==> src/rtl/sprite_renderer_if.sv <==
// Sprite renderer bus: raster input, pending-position writes, ROM port and
// composited pixel output grouped behind master/slave modports.
interface sprite_renderer_if #(
    parameter int ADDRESS    = 10,
    parameter int COLOR_BITS = 24,
    parameter int COORD_BITS = 10
);
    logic                  frame_start;
    logic                  pos_wr;
    logic [COORD_BITS-1:0] pos_x;
    logic [COORD_BITS-1:0] pos_y;
    logic                  pos_en;
    logic [COORD_BITS-1:0] hcount;
    logic [COORD_BITS-1:0] vcount;
    logic                  de;
    logic [COLOR_BITS-1:0] bg_rgb;
    logic [ADDRESS-1:0]    rom_addr;
    logic [COLOR_BITS-1:0] rom_data;
    logic [COLOR_BITS-1:0] rgb_out;
    logic                  de_out;
    logic                  hit_out;
    logic                  hit_frame;

    // Raster/ROM side driving the renderer
    modport master (
        output frame_start, pos_wr, pos_x, pos_y, pos_en,
        output hcount, vcount, de, bg_rgb, rom_data,
        input  rom_addr, rgb_out, de_out, hit_out, hit_frame
    );

    // The renderer itself
    modport slave (
        input  frame_start, pos_wr, pos_x, pos_y, pos_en,
        input  hcount, vcount, de, bg_rgb, rom_data,
        output rom_addr, rgb_out, de_out, hit_out, hit_frame
    );
endinterface

==> src/rtl/sprite_renderer.sv <==
// Two-stage sprite compositor: stage 1 tests the raster position against a
// square sprite and addresses the colour ROM; stage 2 picks sprite or
// background colour from the asynchronous ROM data. Sprite position is
// double-buffered per frame and opaque hits are accumulated per frame.
module sprite_renderer #(
    parameter int                    ADDRESS    = 10,
    parameter int                    COLOR_BITS = 24,
    parameter int                    COORD_BITS = 10,
    parameter logic [COLOR_BITS-1:0] KEY_COLOR  = 24'hFF00FF
) (
    input  logic clk,
    input  logic rst,
    sprite_renderer_if.slave bus
);
    localparam int                  HALF = ADDRESS / 2;
    localparam logic [COORD_BITS:0] SIDE = (COORD_BITS + 1)'(2 ** HALF);

    logic [COORD_BITS-1:0] r_px, r_py, r_ax, r_ay;
    logic                  r_pen, r_aen;
    logic                  r_hit1, r_de1;
    logic [COLOR_BITS-1:0] r_bg1;
    logic [ADDRESS-1:0]    r_rom_addr;
    logic [COLOR_BITS-1:0] r_rgb;
    logic                  r_de_out, r_hit_out;
    logic                  r_acc, r_hit_frame;

    logic [COORD_BITS:0]   w_dx, w_dy;
    logic                  w_hit;
    logic                  w_opaque;

    // Sprite-relative offsets, one bit wider so a sprite near the right or
    // bottom edge is clipped instead of wrapping to coordinate 0
    always_comb begin
        w_dx  = {1'b0, bus.hcount} - {1'b0, r_ax};
        w_dy  = {1'b0, bus.vcount} - {1'b0, r_ay};
        w_hit = r_aen & bus.de
              & (bus.hcount >= r_ax) & (w_dx < SIDE)
              & (bus.vcount >= r_ay) & (w_dy < SIDE);
    end

    // ROM data arrives combinationally for the address registered last cycle
    always_comb begin
        w_opaque = r_hit1 & (bus.rom_data != KEY_COLOR);
    end

    // Pending position written any time; active copy swapped at frame start,
    // taking a same-cycle write directly
    always_ff @(posedge clk or posedge rst) begin
        if (rst) begin
            r_px  <= '0;
            r_py  <= '0;
            r_pen <= 1'b0;
            r_ax  <= '0;
            r_ay  <= '0;
            r_aen <= 1'b0;
        end else begin
            if (bus.pos_wr) begin
                r_px  <= bus.pos_x;
                r_py  <= bus.pos_y;
                r_pen <= bus.pos_en;
            end
            if (bus.frame_start) begin
                if (bus.pos_wr) begin
                    r_ax  <= bus.pos_x;
                    r_ay  <= bus.pos_y;
                    r_aen <= bus.pos_en;
                end else begin
                    r_ax  <= r_px;
                    r_ay  <= r_py;
                    r_aen <= r_pen;
                end
            end
        end
    end

    // Stage 1: register hit decision, ROM address and delayed background
    always_ff @(posedge clk or posedge rst) begin
        if (rst) begin
            r_hit1     <= 1'b0;
            r_de1      <= 1'b0;
            r_bg1      <= '0;
            r_rom_addr <= '0;
        end else begin
            r_hit1     <= w_hit;
            r_de1      <= bus.de;
            r_bg1      <= bus.bg_rgb;
            r_rom_addr <= w_hit ? {w_dy[HALF-1:0], w_dx[HALF-1:0]} : '0;
        end
    end

    // Stage 2: composite sprite over background, blank outside active video
    always_ff @(posedge clk or posedge rst) begin
        if (rst) begin
            r_rgb     <= '0;
            r_de_out  <= 1'b0;
            r_hit_out <= 1'b0;
        end else begin
            if (!r_de1) begin
                r_rgb <= '0;
            end else if (w_opaque) begin
                r_rgb <= bus.rom_data;
            end else begin
                r_rgb <= r_bg1;
            end
            r_de_out  <= r_de1;
            r_hit_out <= w_opaque & r_de1;
        end
    end

    // Per-frame collision flag; a hit on the closing edge belongs to the old frame
    always_ff @(posedge clk or posedge rst) begin
        if (rst) begin
            r_acc       <= 1'b0;
            r_hit_frame <= 1'b0;
        end else if (bus.frame_start) begin
            r_hit_frame <= r_acc | r_hit_out;
            r_acc       <= 1'b0;
        end else if (r_hit_out) begin
            r_acc <= 1'b1;
        end
    end

    assign bus.rom_addr  = r_rom_addr;
    assign bus.rgb_out   = r_rgb;
    assign bus.de_out    = r_de_out;
    assign bus.hit_out   = r_hit_out;
    assign bus.hit_frame = r_hit_frame;
endmodule

==> src/flat_wrapper.sv <==
// flat-port wrapper written by rule: the top's interface ports become plain ports
module sprite_renderer_flat 
#(
    parameter int                    ADDRESS    = 10,
    parameter int                    COLOR_BITS = 24,
    parameter int                    COORD_BITS = 10,
    parameter logic [COLOR_BITS-1:0] KEY_COLOR  = 24'hFF00FF
)
  (clk, rst, bus_frame_start, bus_pos_wr, bus_pos_x, bus_pos_y, bus_pos_en, bus_hcount, bus_vcount, bus_de, bus_bg_rgb, bus_rom_data, bus_rom_addr, bus_rgb_out, bus_de_out, bus_hit_out, bus_hit_frame);
  sprite_renderer_if #(.ADDRESS(ADDRESS), .COLOR_BITS(COLOR_BITS), .COORD_BITS(COORD_BITS)) bus_i ();
  input  logic clk;
  input  logic rst;
  input wire logic [$bits(bus_i.frame_start)-1:0] bus_frame_start;
  input wire logic [$bits(bus_i.pos_wr)-1:0] bus_pos_wr;
  input wire logic [$bits(bus_i.pos_x)-1:0] bus_pos_x;
  input wire logic [$bits(bus_i.pos_y)-1:0] bus_pos_y;
  input wire logic [$bits(bus_i.pos_en)-1:0] bus_pos_en;
  input wire logic [$bits(bus_i.hcount)-1:0] bus_hcount;
  input wire logic [$bits(bus_i.vcount)-1:0] bus_vcount;
  input wire logic [$bits(bus_i.de)-1:0] bus_de;
  input wire logic [$bits(bus_i.bg_rgb)-1:0] bus_bg_rgb;
  input wire logic [$bits(bus_i.rom_data)-1:0] bus_rom_data;
  output wire logic [$bits(bus_i.rom_addr)-1:0] bus_rom_addr;
  output wire logic [$bits(bus_i.rgb_out)-1:0] bus_rgb_out;
  output wire logic [$bits(bus_i.de_out)-1:0] bus_de_out;
  output wire logic [$bits(bus_i.hit_out)-1:0] bus_hit_out;
  output wire logic [$bits(bus_i.hit_frame)-1:0] bus_hit_frame;
  assign bus_i.frame_start = bus_frame_start;
  assign bus_i.pos_wr = bus_pos_wr;
  assign bus_i.pos_x = bus_pos_x;
  assign bus_i.pos_y = bus_pos_y;
  assign bus_i.pos_en = bus_pos_en;
  assign bus_i.hcount = bus_hcount;
  assign bus_i.vcount = bus_vcount;
  assign bus_i.de = bus_de;
  assign bus_i.bg_rgb = bus_bg_rgb;
  assign bus_i.rom_data = bus_rom_data;
  assign bus_rom_addr = bus_i.rom_addr;
  assign bus_rgb_out = bus_i.rgb_out;
  assign bus_de_out = bus_i.de_out;
  assign bus_hit_out = bus_i.hit_out;
  assign bus_hit_frame = bus_i.hit_frame;
  sprite_renderer #(.ADDRESS(ADDRESS), .COLOR_BITS(COLOR_BITS), .COORD_BITS(COORD_BITS), .KEY_COLOR(KEY_COLOR)) u_core (.clk(clk), .rst(rst), .bus(bus_i));
endmodule
==> config.mk <==
export PLATFORM = sky130hd
export DESIGN_NAME = sprite_renderer_flat
export DESIGN_NICKNAME = d
export VERILOG_FILES = /design/src/rtl/sprite_renderer_if.sv /design/src/rtl/sprite_renderer.sv /design/src/flat_wrapper.sv
export SDC_FILE = /design/constraint.sdc
export NUM_CORES = 1
export LEC_CHECK = 0
export BUFFER_PORTS_ARGS = -buffer_cell sky130_fd_sc_hd__buf_2
export CAP_MARGIN = 20
export CORE_ASPECT_RATIO = 1.75
export CORE_UTILIZATION = 57
export DETAILED_ROUTE_END_ITERATION = 12
export HOLD_SLACK_MARGIN = 0.05
export PLACE_DENSITY = 0.83
export SLEW_MARGIN = 5
export SYNTH_ARGS = -nofsm -noshare
export SYNTH_HDL_FRONTEND = slang
export SYNTH_SLANG_ARGS = --single-unit
==> constraint.sdc <==
create_clock -name clk -period 4.9 [get_ports clk]
set_clock_uncertainty 0.1 [all_clocks]
set_input_delay 0.245 -clock clk [delete_from_list [all_inputs] [get_ports clk]]
set_output_delay 0.245 -clock clk [all_outputs]
set_load 0.005 [all_outputs]
## After elaboration in Yosys (flattened, before gate mapping)

Cells that the tools add are included.

- Bitwise operators: 8
- $add $sub $neg: 2
- Equality and inequality tests: 1
- Mux-type cells: 8
- Order comparisons: 4
- Reductions and logical operators: 1

Operator list:

| cell | count |
|---|---|
| 24-bit 2-to-1 mux | 2 |
| 10-bit 2-to-1 mux | 3 |
| 24-bit != test (second input constant) | 1 |
| 11-bit by 6-bit less-than comparator with 1-bit output (second input constant) | 2 |
| 10-bit by 10-bit subtractor with 11-bit output | 2 |
| 10-bit >= comparator | 2 |
| 1-bit bitwise AND | 7 |
| 1-bit 2-to-1 mux | 3 |
| 2-bit nonzero test | 1 |
| 1-bit bitwise OR | 1 |

- Output and inout bits: 37
- Input port bits: 94
- Word-level logic and storage cells: 39
- Register bits: 106

## Depth between registers and ports, before layout

- Depth after elaboration: 6
- Mapped depth: 11
- Gate-level depth less buffers: 10

## Worst setup path before layout

OpenSTA, ideal clock, no wires.

- Path kind: flip-flop to flip-flop
- Start: register u_core.r_ay[0]
- End: register u_core.r_rom_addr[0] (netlist: u_core.bus.rom_addr[0])
- Period minus slack after synthesis: 2.383 ns
- Required time: 4.704 ns
- Arrival time: 2.186 ns
- Buffers on the path: 1
- Slack: 2.517 ns
- Cell stages (with the launch flop): 11
- Library setup time: 0.096 ns
- Path through: dfrtp_1 > ha_1 > inv_1 > fa_1 > a211oi_1 > nor2_1 > a32o_1 > nor3_1 > nand4_1 > buf_6 > nor4_2

- Word-level cells in the longest chain between the ends: 4
- Elaborated cells on any way between the ends: 6
- Classes of those cells: add/sub (1); order compare (2); mux (1); bitwise (2)

RTL lines:

| what | line | RTL |
|---|---|---|
| from (decl) | sprite_renderer.sv:18 | `logic [COORD_BITS-1:0] r_px, r_py, r_ax, r_ay;` |
| from (signal assigned) | sprite_renderer.sv:65 | `r_ay <= bus.pos_y;` |
| from (signal assigned) | sprite_renderer.sv:69 | `r_ay <= r_py;` |
| 10-bit by 10-bit subtractor with 11-bit output or 10-bit >= comparator (tied branches) | sprite_renderer.sv:35, sprite_renderer.sv:38 |  |
| 11-bit by 6-bit less-than comparator with 1-bit output or 1-bit bitwise AND (tied branches) | sprite_renderer.sv:38 | `& (bus.vcount >= r_ay) & (w_dy < SIDE);` |
| 1-bit bitwise AND * | sprite_renderer.sv:38 |  |
| 10-bit 2-to-1 mux * | sprite_renderer.sv:87 | `r_rom_addr <= w_hit ? {w_dy[HALF-1:0], w_dx[HALF-1:0]} : '0;` |
| to (signal assigned) | sprite_renderer.sv:87 |  |
| to (decl) | sprite_renderer.sv:22 | `logic [ADDRESS-1:0] r_rom_addr;` |

Mark *: on every way between the ends. The rest lies on a longest branch, timed or not.
A chain may end at the register's enable or synchronous reset.

## Final worst setup path

- Start: register u_core.r_ay[0]
- End: register u_core.r_rom_addr[5] (netlist: u_core.bus.rom_addr[5])

- Word-level cells in the longest chain between the ends: 4
- Elaborated cells on any way between the ends: 6
- Classes of those cells: add/sub (1); order compare (2); mux (1); bitwise (2)

RTL lines:

| what | line |
|---|---|
| 10-bit by 10-bit subtractor with 11-bit output or 10-bit >= comparator (tied branches) | sprite_renderer.sv:35, sprite_renderer.sv:38 |
| 11-bit by 6-bit less-than comparator with 1-bit output or 1-bit bitwise AND (tied branches) | sprite_renderer.sv:38 |
| 1-bit bitwise AND | sprite_renderer.sv:38 |
| 10-bit 2-to-1 mux * | sprite_renderer.sv:87 |

Marked as above.

==> summary.txt <==
Setup path
  • Slowest cell on the critical path: nand4_1
  • WS Path Type: reg2reg
  • Slowest stage delay, CP: approximately 560 ps
  • Crit-path cells: ha_1 > inv_1 > fa_1 > a211oi_1 > nor2_1 > a32o_1 > nor3_1 > nand4_1 > nor4_2
  • Crit Path Max Fanout: 11
  • CP Launch Type: flip-flop
  • Crit path DAT: about 3200 ps
  • CP required: approximately 5000 ps
  • CP Capture Type: flip-flop

Finish
  • Final nets: just under 700
  • Fillers: roughly 580
  • Share of layout cells above drive strength 1: 0.329
  • Area delta synth->final: 25.7%
  • Footprint of the multi-input gates: around 2100 µm²
  • Diode count: 0
  • Seq. cell area: 2650 µm²

Global route
  • Initial antenna violation count: 0
  • Largest net degree at the start of global routing: 64
  • GRT overflow: 0
  • Global-route wire length before repair: slightly below 20,000 µm
  • GRT Total Usage: 0.285
  • Vias in the first global route: just over 4,000

Route
  • WL final: between 10,000 and 15,000 µm
  • First DRT Iteration DRCs: 161
  • Vias/cell: approximately 5.6
  • Avg WL per Cell: between 15 and 20 µm
  • DRC Markers: 0
  • DR vias: a little under 4,000
  • Pre-antenna DRT Iters: 4
  • Routed Antenna Nets: 0

Timing
  • Fin crit share: 0.625
  • Slew Viols, Final: 0
  • Setup WS post-layout: approximately 1800 ps
  • Rel. slew slack: 0.278
  • Worst-Margin Slew: roughly 1100 ps
  • Setup_tns: 0 ps
  • Final Hold Vio Count: 0
  • FMAX: between 300 and 400 MHz
  • Fin crit period: 3060 ps
  • RSZ-0062 raised after global routing: false
  • Final count of negative-setup-slack endpoints: 0

CTS
  • Post-cts sizing count: 0
  • CTS clk-pin slew, worst paths: 70 ps
  • Clock Tree Root: clkbuf_16
  • Post-CTS Setup Inserts: 0
  • # clock sinks: between 100 and 150
  • Hold-fix buffers at CTS: 28
  • CTS Buffer Depth: 2
  • CTS H-Tree Depth: 3
  • CTS tree: done
  • Worst-skew pair later-pin latency: 340 ps
  • CTS Buf Count: 9

Power and ir drop
  • Maximum VDD drop: between 200 and 300 µV
  • Leakage power: 2.94 nW
  • PD cells: about 340 nW/µm²

Placed design
  • # port buffers: 130
  • Final Wtd Congestion: roughly 0.9
  • HPWL after detailed placement: around 8500 µm
  • Worst slack, placed: around 1800 ps

Yosys
  • Mean Syn Cell Area: 11.8 µm²
  • Post-synth cell types: ~60
  • Top-count cell post-synth: dfrtp_1
  • Yosys reg bits: about 110
  • Dominant cell type by area after synthesis: dfrtp_1
  • Async SR Flop Fraction: 1.00
  • Synth Cell Area: just under 5000 µm²
  • Sequential fraction of the synthesis area: 0.534
  • Top cells by area, synth: dfrtp_1 53%, mux2_2 5.7%, ha_1 5.0%, mux2i_1 5.0%, nor2b_1 3.8%
  • Share of the synthesized area in the top cell type: 0.534
  • Post-Syn Nets: between 500 and 600
  • Post-synth EDFFs: 0
  • Yosys Warn Count: 0
  • Predominant post-synthesis flop cell: dfrtp_1
  • Synth cell count leaders: 106 x dfrtp_1, 31 x inv_1, 30 x nor2b_1
  • Cells after Synth: approximately 420

Floorplan
  • Starting Density: 0.594
  • Die W: about 73 µm
  • # IOs: 131
  • Die span in y: 126 µm
  • Die footprint: 9110 µm²
  • Core region area: 8370 µm²
  • Row Count: 44

Outcome
  • Status: completed

Flow run
  • Max Cap Viol: 0

Min path
  • Hold Path Class: in2reg
[routing by layer]
metal	wire length [µm]	vias to the layer above	global-route usage
met5	0	-	0
met4	374	0	0.126
met3	604	32	0.0492
met2	7030	130	0.537
met1	4360	1937	0.298
li1	-	1791	-
[sequential cells by signal (all words and copies together), names as in the netlist, 10 cells and up]
register             count
u_core.bus.rgb_out      24
u_core.r_bg1            24
u_core.bus.rom_addr     10
u_core.r_ax             10
u_core.r_ay             10
u_core.r_px             10
u_core.r_py             10
[metrics by stage]
step	hold slack, ps	utilization	instances	instance area (µm²)	total power [mW]
floorplan	176	-	423	4970	1.27
global route	55.1	0.747	693	6250	2.23
CTS	50.3	0.747	693	6250	2.13
detailed placement	230	0.678	649	5670	1.40
global placement	219	0.678	649	5670	1.39
finish	54.7	0.747	693	6250	2.13
[cells in the final DEF, fill, tap and decap left out, drive strengths merged, types with 9 or more instances in the layout]
cell	instances
ha	20
mux2i	25
clkbuf	13
dlygate4sd3	28
nand2	28
nor4	14
mux2	25
dfrtp	106
buf	133
o21ai	25
nor2b	30
a21oi	9
inv	32
nand3	10
[cells by family (layout without fill, tap and decap cells)]
| group | count (synthesis) | after routing | share of synthesized area |
|---|---|---|---|
| DFF | 106 | 106 | 0.534 |
| adders and majority gates | 22 | 22 | 0.0584 |
| buffers and inverters | 53 | 208 | 0.0476 |
| muxes | 50 | 50 | 0.107 |
| and+or+nand+nor | 117 | 117 | 0.148 |
| AOI/OAI and AO/OA | 71 | 71 | 0.0984 |
| xor gates and xnor gates | 4 | 4 | 0.00705 |
[worst paths after layout]
check | start | end | slack [ps] | cells after the start
worst max-delay path | u_core.r_ay[0] | u_core.bus.rom_addr[5] | 1840 | 9
worst min-delay path | bus_pos_x[9] | u_core.r_px[9] | 50 | 2
worst max register to register | u_core.r_ay[0] | u_core.bus.rom_addr[5] | 1840 | 9
worst min register to register | u_core.r_pen | u_core.r_pen | 400 | 1
max in group asynchronous | rst | u_core.r_ax[1] | 3100 | 4
min in group asynchronous | rst | u_core.r_px[1] | 420 | 3
[critical path: cells and delay by family, from the launching register on]
| family | cells | cell delay [ps] |
|---|---|---|
| AO/OA/AOI/OAI | 2 | 590 |
| adder cells (fa/ha/maj) | 2 | 580 |
| buffers and inverters | 1 | 50 |
| flip-flops | 1 | 350 |
| AND/OR/NAND/NOR | 4 | 1270 |
[layout make-up]
class,instances,share of cell area
sequential,106,0.425
multi-input combinational,264,0.333
timing repair buffer,161,0.153
clock buffer,13,0.0401
tap,115,0.0230
inverter,31,0.0190
clock inverter,3,0.00741
[power by group]
group          leakage, nW  switching, mW  total [mW]  internal, mW
Combinational         1.49          0.265       0.458         0.194
Sequential            1.31         0.0209       0.955         0.934
Clock                0.140          0.305       0.717         0.413
(Power assumes the default switching activity.)
